<file path="config.mk">
export PLATFORM = sky130hd
export DESIGN_NAME = serial_resp_framer
export DESIGN_NICKNAME = d
export VERILOG_FILES = /design/src/rtl/serial_resp_framer.sv
export SDC_FILE = /design/constraint.sdc
export NUM_CORES = 1
export LEC_CHECK = 0
export ABC_AREA = 1
export CAP_MARGIN = 20
export CORE_MARGIN = 8
export CORE_UTILIZATION = 55
export DETAILED_ROUTE_END_ITERATION = 10
export PLACE_DENSITY = 0.81
export SLEW_MARGIN = 40
export SYNTH_ARGS = -nofsm -noshare
export SYNTH_HDL_FRONTEND = slang
export SYNTH_SLANG_ARGS = --single-unit
</file>
<file path="constraint.sdc">
create_clock -name clk -period 3.7 [get_ports clk]
set_clock_uncertainty 0.1 [all_clocks]
set_input_delay 0.74 -clock clk [delete_from_list [all_inputs] [get_ports clk]]
set_output_delay 0.74 -clock clk [all_outputs]
set_load 0.02 [all_outputs]
</file>
<file path="src/rtl/serial_resp_framer.sv">
// Packs one addr/data response into a 7-byte frame (sync, addr, data LSB first, checksum)
// and paces the bytes into serialtx with a fixed clock gap between strobes.
module serial_resp_framer #(
    parameter logic [7:0]  SYNC_BYTE = 8'hA5,
    parameter int unsigned BYTE_GAP  = 168,
    parameter int unsigned GAP_W     = 8
) (
    input  logic        clk,
    input  logic        rst,
    input  logic        req_valid,
    output logic        req_ready,
    input  logic [7:0]  req_addr,
    input  logic [31:0] req_data,
    output logic        xmit,
    output logic [7:0]  txchar,
    output logic        busy,
    output logic        frame_done
);

    localparam logic [1:0] StIdle = 2'd0;
    localparam logic [1:0] StSend = 2'd1;
    localparam logic [1:0] StGap  = 2'd2;

    // The SEND cycle is the first clock of each byte slot, so GAP covers the other G-1 clocks.
    localparam logic [GAP_W-1:0] GapLoad = GAP_W'(BYTE_GAP - 2);

    logic [1:0]       state_q;
    logic [2:0]       idx_q;
    logic [2:0]       idx_next;
    logic [GAP_W-1:0] gap_q;
    logic [7:0]       addr_q;
    logic [31:0]      data_q;
    logic [7:0]       txchar_q;
    logic             frame_done_q;
    logic [7:0]       cksum;
    logic [7:0]       next_byte;

    assign req_ready  = (state_q == StIdle) && !rst;
    assign xmit       = (state_q == StSend);
    assign txchar     = txchar_q;
    assign busy       = (state_q != StIdle);
    assign frame_done = frame_done_q;

    assign idx_next = idx_q + 3'd1;
    assign cksum    = 8'd0 - (addr_q + data_q[7:0] + data_q[15:8] + data_q[23:16]
                              + data_q[31:24]);

    always_comb begin
        next_byte = 8'h00;
        unique case (idx_next)
            3'd1:    next_byte = addr_q;
            3'd2:    next_byte = data_q[7:0];
            3'd3:    next_byte = data_q[15:8];
            3'd4:    next_byte = data_q[23:16];
            3'd5:    next_byte = data_q[31:24];
            3'd6:    next_byte = cksum;
            default: next_byte = 8'h00;
        endcase
    end

    always_ff @(posedge clk) begin
        if (rst) begin
            state_q      <= StIdle;
            idx_q        <= 3'd0;
            gap_q        <= '0;
            addr_q       <= 8'h00;
            data_q       <= 32'h0;
            txchar_q     <= 8'h00;
            frame_done_q <= 1'b0;
        end else begin
            frame_done_q <= 1'b0;
            case (state_q)
                StIdle: begin
                    if (req_valid) begin
                        addr_q   <= req_addr;
                        data_q   <= req_data;
                        txchar_q <= SYNC_BYTE;
                        idx_q    <= 3'd0;
                        state_q  <= StSend;
                    end
                end
                StSend: begin
                    gap_q   <= GapLoad;
                    state_q <= StGap;
                end
                StGap: begin
                    if (gap_q == '0) begin
                        if (idx_q < 3'd6) begin
                            idx_q    <= idx_next;
                            txchar_q <= next_byte;
                            state_q  <= StSend;
                        end else begin
                            idx_q        <= 3'd0;
                            frame_done_q <= 1'b1;
                            state_q      <= StIdle;
                        end
                    end else begin
                        gap_q <= gap_q - GAP_W'(1);
                    end
                end
                default: state_q <= StIdle;
            endcase
        end
    end

endmodule

</file>
==> metrics.txt, run 1 <==
Core ar.=6640 sq um; Fmax=284 MHz; CP Class=register to register; final setup vio count=0; xor/xnor cell area share of the yosys netlist=0.00711; CP required=3880 ps; die area=9590 sq um; Rows=30; Worst-Margin Slew=709 ps; CP Max Fanout=2; final core occ=0.680; Min-Delay Path Class=register to register; post-CTS sizing=0; RSZ-0062 raised after global routing=false; worst skew pair latency=350 ps; Starting DRT DRC Count=194; Slew Viols, Final=0; vias in the first global route=3383; drt via density=5.23; number of antenna diodes=0; first-pass iteration count of the detailed router=4; syn_nets=585; Yosys cell types=31; final wirelength=9.01 mm; layout overhead on the synthesized area=22.4%; Synth Area in Compound Gates=0.165; leak pwr=2.05 nW; Mapped Area=3690 sq um; CTS Sinks=62; hpwl dp=6.92 mm; number of port buffers=54; Antenna Violating Nets Remaining=0; Post-Synthesis Cells=503; Setup WS pre-CTS=186 ps; element type at the critical path end=register; largest family of logic cells by synthesized area=simple AND/OR/NAND/NOR gates; status=finished clean; #FFs+latches synth=62; share of cells above drive strength 1=0.0712; first-pass GRT wire length=15.6 mm; Seq/Total Area, Yosys=0.336; min setup slack post-route=173 ps; Adder-Cell Fraction of Synth Area=0.173; grt ovf=0; Worst VDD drop=0.000348 V; routability congestion estimate=0.946; CTS tree=done; Mapped Avg Cell Area=7.34 sq um; max-cap violations=0; post-synthesis mux area share=0; DRC errors left=0; IO Count=55; Die Width=98.0 microns; worst relative slew slack=0.524; setup tns final=0 ps; NumNets Final=639; via count=3355; initial antenna violation count=0; number of hold buffers added after cts=0; clock root buffer=clkbuf_8; final worst path period need=3530 ps; Longest Clk Path Bufs=2; clock-pin slew on the worst setup and hold paths=70 ps; Hold Path Stages=1; Final period util=0.953; CP arrival=3710 ps; cts bufs inserted=9; crit start category=register; Worst Reg-to-Reg Cells=14; Starting Density=0.556; Setup Buffers After CTS=0; Hold Fails Final Rpt=0; Synth Warn #=0; largest net degree at the start of global routing=42; All-Layer GR Usage=0.200; simple-gate area share of the yosys netlist=0.189; Pwr per Cell Area=662 nW/um^2; final hold slack=367 ps; Die Y=98.0 microns; Routed WL per cell=14.0 microns; H-tree depth=3
-- flip-flops by register name (all words and copies together), names as in the netlist --
name / cells
addr_q: 8
state_q: 2
data_q: 32
gap_q: 8
frame_done: 1
txchar: 8
idx_q: 3
-- cells by family (layout without fill, tap and decap cells) --
| kind of cell | after synthesis | count (layout) |
|---|---|---|
| simple gates | 156 | 156 |
| compound gates | 116 | 116 |
| xor+xnor | 3 | 3 |
| flops | 62 | 62 |
| fa+ha+maj | 39 | 39 |
| buf+inv | 127 | 186 |
-- worst max-delay path, stage by stage, from the launching register on --
cell and delay [ps]:
dfxtp_1 330, fa_1 550, inv_1 60, fa_1 490, inv_1 70, fa_1 520, inv_1 40, ha_1 220
inv_1 80, fa_2 430, o22ai_1 180, a21oi_1 60, nand3b_1 130, nand2_1 70, a21oi_1 120
-- routing by layer --
metal / up-vias / track usage / wire length, microns
li1: 1689 / - / -
met1: 1539 / 0.228 / 3700
met2: 105 / 0.342 / 4460
met3: 22 / 0.0526 / 618
met4: 0 / 0.0887 / 235
met5: - / 0 / 0
-- cell usage in the layout, fill, tap and decap left out, drive strengths merged --
cell	n
a211oi	1
a21oi	52
a221oi	1
a31oi	2
buf	3
bufinv	1
clkbuf	13
clkdlybuf4s50	54
clkinv	3
clkinvlp	1
dfxtp	62
fa	20
ha	19
inv	111
nand2	87
nand3	14
nand3b	3
nand4	4
nor2	42
nor3	4
nor3b	1
nor4	1
o211ai	1
o21ai	47
o221ai	1
o22ai	11
xnor2	2
xor2	1
-- where the power goes --
part	internal, mW	switching [mW]
combinational	0.619	0.915
sequential	0.773	0.0646
clock	0.347	0.272
total	1.74	1.25
-- synth_stat cells (all sizes together) --
cell / count / area share
xnor2: 2 / 0.0047
a211oi: 1 / 0.0020
o211ai: 1 / 0.0020
nand3: 14 / 0.019
nor3b: 1 / 0.0020
nor4: 1 / 0.0017
a21oi: 52 / 0.070
buf: 2 / 0.0027
clkbuf: 12 / 0.012
xor2: 1 / 0.0024
nand4: 4 / 0.0068
a31oi: 2 / 0.0034
ha: 19 / 0.064
a221oi: 1 / 0.0024
clkinv: 1 / 0.0014
nand2: 87 / 0.095
nor2: 42 / 0.054
nor3: 4 / 0.0054
dfxtp: 62 / 0.34
o221ai: 1 / 0.0024
fa: 20 / 0.11
nand3b: 3 / 0.0061
o22ai: 11 / 0.019
inv: 112 / 0.11
o21ai: 47 / 0.064
-- stage by stage --
step,instances,area [sq um],total power [mW]
2_1_floorplan,503,3690,1.98
3_3_place_gp,626,4310,2.28
3_5_place_dp,626,4310,2.34
4_1_cts,642,4520,2.98
5_1_grt,642,4520,3.29
6_report,642,4520,2.99
-- worst paths after layout --
| path | start | endpoint | slack (ps) |
|---|---|---|---|
| max reg2reg | addr_q[2] | txchar[3] | 170 |
| min | gap_q[0] | gap_q[0] | 370 |
| min reg2reg | gap_q[0] | gap_q[0] | 370 |
| max | addr_q[2] | txchar[3] | 170 |
-- final cells by class --
cell class / instances / area, sq um
multi-input cells: 314 / 1980
flip-flops and latches: 62 / 1240
clock inverters: 3 / 42.5
fillers: 533 / 2120
repair buffers: 57 / 576
inverters: 113 / 425
well taps: 80 / 100
clock buffers: 13 / 159
(Power assumes the default switching activity.)
==> run 2, diff against run 1 <==
--- a/config.mk
+++ b/config.mk
@@ -9,6 +9,7 @@
 export CAP_MARGIN = 20
 export CORE_MARGIN = 8
 export CORE_UTILIZATION = 55
+export CTS_CLUSTER_DIAMETER = 60
 export DETAILED_ROUTE_END_ITERATION = 10
 export PLACE_DENSITY = 0.81
 export SLEW_MARGIN = 40
==> results of run 2 <==
Final layout, timing and power as in run 1 (identical DEF).
==> run 3, diff against run 2 <==
--- a/config.mk
+++ b/config.mk
@@ -11,6 +11,7 @@
 export CORE_UTILIZATION = 55
 export CTS_CLUSTER_DIAMETER = 60
 export DETAILED_ROUTE_END_ITERATION = 10
+export HOLD_SLACK_MARGIN = 0.1
 export PLACE_DENSITY = 0.81
 export SLEW_MARGIN = 40
 export SYNTH_ARGS = -nofsm -noshare
==> results of run 3 <==
Final layout, timing and power as in run 1 (identical DEF).
